**src/rtl/proj_sweep_sig.sv**
```systemverilog
// ============================================================================
// Module   : proj_sweep_sig
// Purpose  : Exhaustive 2^NIN input sweep of one projected PROM output bit,
//            with ones count and CRC signature over the responses.
//            Optional macro SWEEP_PIPE_EN registers y before compaction.
// Revision : 1.0 - initial release
// ============================================================================
`default_nettype none

module proj_sweep_sig #(
  parameter int               NIN      = 9,
  parameter int               SIG_W    = 16,
  parameter logic [SIG_W-1:0] SIG_POLY = 16'h1021,
  parameter logic [SIG_W-1:0] SIG_SEED = 16'hFFFF
) (
  input  logic             clk,
  input  logic             rst_n,
  input  logic             start,
  output logic             busy,
  output logic [NIN-1:0]   x,
  input  logic             y,
  output logic             res_valid,
  input  logic             res_ready,
  output logic [NIN:0]     ones,
  output logic [SIG_W-1:0] sig
);

  typedef enum logic [1:0] {
    IDLE  = 2'd0,
    SWEEP = 2'd1,
    DRAIN = 2'd2,
    HOLD  = 2'd3
  } state_t;

  localparam logic [NIN-1:0] c_cnt_last = '1;
  localparam logic [NIN-1:0] c_cnt_one  = {{(NIN-1){1'b0}}, 1'b1};

  state_t           r_state;
  state_t           w_state_nxt;
  logic             w_load;
  logic             w_take;
  logic             w_s;
  logic             w_fb;
  logic [NIN-1:0]   r_cnt;
  logic [NIN:0]     r_ones;
  logic [SIG_W-1:0] r_sig;
  logic [NIN:0]     w_ones_nxt;
  logic [SIG_W-1:0] w_sig_nxt;

`ifdef SWEEP_PIPE_EN
  // r_y_v marks that r_y_q holds the response to a vector of this sweep.
  logic r_y_q;
  logic r_y_v;

  always_ff @(posedge clk or negedge rst_n) begin
    if (!rst_n) begin
      r_y_q <= 1'b0;
      r_y_v <= 1'b0;
    end else begin
      r_y_q <= y;
      r_y_v <= (r_state == SWEEP);
    end
  end

  assign w_s    = r_y_q;
  assign w_take = ((r_state == SWEEP) && r_y_v) || (r_state == DRAIN);
`else
  assign w_s    = y;
  assign w_take = (r_state == SWEEP);
`endif

  always_ff @(posedge clk or negedge rst_n) begin
    if (!rst_n) r_state <= IDLE;
    else        r_state <= w_state_nxt;
  end

  always_comb begin
    w_state_nxt = r_state;
    w_load      = 1'b0;
    case (r_state)
      IDLE: begin
        if (start) begin
          w_load      = 1'b1;
          w_state_nxt = SWEEP;
        end
      end
      SWEEP: begin
        if (r_cnt == c_cnt_last) begin
`ifdef SWEEP_PIPE_EN
          w_state_nxt = DRAIN;
`else
          w_state_nxt = HOLD;
`endif
        end
      end
      DRAIN: w_state_nxt = HOLD;
      HOLD: begin
        // Accept cycle doubles as a start window for back-to-back sweeps.
        if (res_ready) begin
          if (start) begin
            w_load      = 1'b1;
            w_state_nxt = SWEEP;
          end else begin
            w_state_nxt = IDLE;
          end
        end
      end
      default: w_state_nxt = IDLE;
    endcase
  end

  assign w_fb       = r_sig[SIG_W-1] ^ w_s;
  assign w_sig_nxt  = {r_sig[SIG_W-2:0], 1'b0} ^ (w_fb ? SIG_POLY : {SIG_W{1'b0}});
  assign w_ones_nxt = r_ones + {{NIN{1'b0}}, w_s};

  // cnt wraps back to zero on the last vector, so x idles at 0 afterwards.
  always_ff @(posedge clk or negedge rst_n) begin
    if (!rst_n) begin
      r_cnt  <= '0;
      r_ones <= '0;
      r_sig  <= SIG_SEED;
    end else if (w_load) begin
      r_cnt  <= '0;
      r_ones <= '0;
      r_sig  <= SIG_SEED;
    end else begin
      if (r_state == SWEEP) r_cnt <= r_cnt + c_cnt_one;
      if (w_take) begin
        r_ones <= w_ones_nxt;
        r_sig  <= w_sig_nxt;
      end
    end
  end

  assign x         = r_cnt;
  assign busy      = (r_state != IDLE);
  assign res_valid = (r_state == HOLD);
  assign ones      = r_ones;
  assign sig       = r_sig;

endmodule

`default_nettype wire

```
**config.mk**
```make
export PLATFORM = sky130hd
export DESIGN_NAME = proj_sweep_sig
export DESIGN_NICKNAME = d
export VERILOG_FILES = /design/src/rtl/proj_sweep_sig.sv
export SDC_FILE = /design/constraint.sdc
export NUM_CORES = 1
export LEC_CHECK = 0
export CAP_MARGIN = 25
export CORE_UTILIZATION = 49
export DETAILED_ROUTE_END_ITERATION = 12
export PLACE_DENSITY = 0.85
export SLEW_MARGIN = 20
export SYNTH_ARGS = -nofsm -noshare
export SYNTH_HDL_FRONTEND = slang
export SYNTH_SLANG_ARGS = --single-unit
```
**constraint.sdc**
```tcl
create_clock -name clk -period 2 [get_ports clk]
set_input_delay 0.4 -clock clk [delete_from_list [all_inputs] [get_ports clk]]
set_output_delay 0.4 -clock clk [all_outputs]
set_load 0.1 [all_outputs]
```
; Word-level counts from Yosys, hierarchy flattened
; Index checks and enable logic that the tools add are counted.
[op_classes]
addsub = 2
n_mul = 0
div_mod_pow = 0
order_cmp = 0
n_eq_ne = 7
n_shift = 0
muxes = 15
bitwise = 2
n_reduce_logical = 4
[op_table]
columns = cell, count
row1 = 2-to-1 mux 16 bit, 2
row2 = 2-to-1 mux 10 bit, 2
row3 = 2-to-1 mux 9 bit, 2
row4 = XOR 16 x 13 -> 16 bit, 1
row5 = 2-to-1 mux 13 bit, 1
row6 = adder 10 x 1 -> 10 bit, 1
row7 = "adder 9 x 1 -> 9 bit, second input constant", 1
row8 = "== test 9 bit, second input constant", 1
row9 = one-hot mux 2 bit (4 select lines), 1
row10 = 2-to-1 mux 2 bit, 3
row11 = "== test 2 bit, second input constant", 2
row12 = "inequality test 2 x 1 -> 1 bit, second input constant", 2
row13 = nonzero test 2 bit, 2
row14 = 2-to-1 mux 1 bit, 3
row15 = AND reduction 3 bit, 1
row16 = "== test 2 x 1 -> 1 bit, second input constant", 1
row17 = zero test 2 bit, 1
row18 = "inequality test 2 bit, second input constant", 1
row19 = one-hot mux 1 bit (2 select lines), 1
row20 = XOR 1 bit, 1
[totals]
ff_bits = 37
latchBits = 0
ramBits = 0
romBits = 0
input_bits = 5
wordCells = 34
memories = 0

; Logic depth before layout (Yosys ltp)
[depth]
word_depth = 5
mapped_depth = 7

; Least setup slack after synthesis
; Ideal clock, no wire load.
[synth_path]
kind = register -> register
startpoint = reg r_cnt[0], in the netlist x[0]
endpoint = reg r_state[1]
setup_time_ns = 0.125
arrival_ns = 2.161
required_ns = 1.875
setup_slack_ns = -0.286
stages_incl_launch_ff = 7
n_path_buf = 0
synth_period_minus_slack_ns = 2.286
path_cell_list = dfrtp_1 -> ha_1 -> nand3_1 -> nor2_1 -> ha_1 -> o221a_2 -> mux2_2
[synth_via]
elab_chain_cells = 3
[synth_lines]
columns = element, line
row1 = start: declaration, 44  ; logic [NIN-1:0] r_cnt;
row2 = start signal: assignment, 127  ; if (r_state == SWEEP) r_cnt <= r_cnt + c_cnt_one;
row3 = == test 9 bit, 88  ; if (r_cnt == c_cnt_last) begin
row4 = inequality test 2 x 1 -> 1 bit (no source line), -
row5 = AND reduction 3 bit (no source line), -
row6 = end signal: assignment, 74  ; else r_state <= w_state_nxt;
row7 = end: declaration, 38  ; state_t r_state;
; Every way passes these cells.
; A chain may end at the register's enable or synchronous reset.

; Worst setup path in the final report
[layout_path]
startpoint = reg r_state[1]
endpoint = reg r_sig[11], in the netlist sig[11]
[layout_via]
elab_chain_cells = 3
elab_cells_between_ends = 6
classes_between = 2 x eq/ne / 2 x mux / 2 x reduce/logical
[layout_lines]
columns = element, line
row1 = == test 2 bit / zero test 2 bit (equally long branches), 80  ; case (r_state)
row2 = one-hot mux 1 bit (2 select lines), 80
row3 = 2-to-1 mux 16 bit / nonzero test 2 bit (equally long branches), -
row4 = end signal: assignment, 130  ; r_sig <= w_sig_nxt;
row5 = end: declaration, 46  ; logic [SIG_W-1:0] r_sig;
; Several ways; a longest one is shown, not always the timed one.

==> results_dict.tcl <==
set metrics [dict create \
    nFillCells 228 \
    status "finished clean" \
    syn_area_per_cell_um2 11.07 \
    final_core_util 0.7455 \
    synth_top_cell_area_share 0.2895 \
    initial_utilization 0.5274 \
    grt_max_degree 38 \
    cts_buffers 5 \
    die_w_um 62.87 \
    postPlaceCellArea_um2 2484 \
    netlist-cell-type-count 28 \
    placementRows 21 \
    yosysMostFrequentCell "dfrtp_1" \
    synth_mux_area_frac 0.1110 \
    cts.sinks 37 \
    yosys-top-cells-area "dfrtp_1, dfstp_2, mux2i_1" \
    fin_crit_sh 0.9056 \
    antenna_left 0 \
    dp_hpwl_um 2967 \
    r2r_end "sig[11]" \
    hold_viol_final 0 \
    cts_root_buf "clkbuf_8" \
    yosysWarnings 0 \
    drt-vias-per-instance 5.511 \
    arrival_ns 2.03 \
    r2r_slack_ns 0.19 \
    report.final.slew_viol_count 0 \
    cts_tree "built" \
    syn-cell-area_um2 1815 \
    die_area_um2 3953 \
    ys_seq_area_frac 0.5210 \
    setup_violations 0 \
    drtPass1Iterations 5 \
    cp-end-kind "flop" \
    critPathRequiredTime_ns 2.22 \
    io_buffers 41 \
    synth_compound_area_frac 0.07167 \
    ios 42 \
    cp-start-kind "flop" \
    yosys.area.top_type "dfrtp_1" \
    track_usage 0.2216 \
    synth_top_family_by_area "simple AND/OR/NAND/NOR gates" \
    num_antenna_cells 0 \
    cts_buffer_depth 2 \
    ctsResizeCount 0 \
    wl_um 3934 \
    yosys.area_share.simple 0.1585 \
    rsz0062_at_grt "no" \
    worst_hold_path_type "in2async" \
    fin_worst_skew_ns 0.004055 \
    antenna_found_initial 0 \
    min_period_ns 1.811 \
    regToRegStartpoint "r_state[1]" \
    synth_edf_count 0 \
    tightest_slew_ns 0.5328 \
    hold_ws_ns 0.5218 \
    cts_setup_buffers 0 \
    crit_type "reg2reg" \
    grt-ovfl-total 0 \
    clk_pin_slew_ns 0.07 \
    synthXorXnorAreaFrac 0.04824 \
    first_global_vias 1477 \
    drv_cap 0 \
    drive_gt1_frac 0.3796 \
    gp_congestion 0.8192 \
    area_growth_syn_to_layout_pct 41.35 \
    r2r_cells 6 \
    post_drt_wl_per_cell_um 15.02 \
    ys_seq_elements 37 \
    htreeDepth 2 \
    vias 1444 \
    clock_latency_ns 0.29 \
    async_flop_share 1.000 \
    die-height_um 62.87 \
    syn_inst 164 \
    cts.hold.buffers_added 0 \
    synth_common_cells "dfrtp_1, mux2i_1, nand2_1" \
    drt-initial-drc-count 60 \
    synth_nets 177 \
    design_area_um2 2566 \
    synth_ff_type "dfrtp_1" \
    slew_headroom 0.6423 \
    drt_drc_violations_left 0 \
    clock.fmax_mhz 552.1 \
    synth_fa_ha_area_frac 0.05513 \
    fp.coreArea_um2 3442 \
    grt_first_pass_wirelength_um 6741 \
    path_max_fanout 13 \
    final_nets 228 \
]
flip-flops by register name (all words and copies together) (netlist names):
name and cells:
x 9, sig 16, ones 10, r_state 2
cells in the final DEF, fill, tap and decap left out, drive strengths merged, types with 2 or more instances in the layout:
master and instances:
nand4 8, dfstp 16, o21ai 8, nand2b 2, or3 7, nand2 19, buf 46, a21oi 8
inv 4, nand3 5, nor2 14, ha 8, xnor2 2, clkinv 2, clkdlybuf4s50 4, clkbuf 6
o211ai 2, xor2 8, mux2i 19, dfrtp 21
per-layer routing:
layer,wire (µm),global-route usage,vias to the layer above
li1,-,-,673
met1,1591,0.2518,721
met2,2087,0.3683,42
met3,185,0.07664,8
met4,70,0.1076,0
met5,0,0,-
logic make-up after synthesis:
logic type / Yosys count
xor gates and xnor gates: 10
buffers and inverters: 10
AOI/OAI and AO/OA: 22
muxes: 20
adders and majority gates: 8
DFF: 37
and+or+nand+nor: 57
worst max-delay path: stages, from the launching register on:
cell	delay [ns]
dfrtp_1	0.41
inv_1	0.12
ha_1	0.34
buf_4	0.24
buf_4	0.27
mux2i_1	0.27
nand2_1	0.09
stage by stage:
step	std cells	TNS (ns)	setup slack [ns]
after CTS	262	0	0.2045
after detailed placement	254	-0.1136	-0.06859
final	262	0	0.1888
after global placement	254	0	0.04206
after global routing	262	0	0.1333
after floorplan	164	-0.09040	-0.09040
worst max-delay path by stage:
stage	start	to	slack, ns	depth (start not counted)
2_1_floorplan	x[5]	r_state[1]	-0.09	5
3_3_place_gp	y	ones[6]	0.04	6
3_5_place_dp	y	ones[6]	-0.07	6
4_1_cts	r_state[1]	sig[11]	0.20	6
5_1_grt	r_state[1]	sig[15]	0.13	6
6_report	r_state[1]	sig[11]	0.19	6
layout make-up:
| cell class | count | area (µm²) | share of cell area |
|---|---|---|---|
| tap | 46 | 57.56 | 0.02243 |
| sequential | 37 | 953.4 | 0.3715 |
| multi-input combinational | 117 | 809.5 | 0.3155 |
| inverter | 4 | 15.01 | 0.005851 |
| clock buffer | 6 | 72.57 | 0.02828 |
| clock inverter | 2 | 10.01 | 0.003901 |
| timing repair buffer | 50 | 648.1 | 0.2526 |
Power is not shown: default switching activity piles up to over one toggle a cycle in this logic, so the estimate is an artifact.
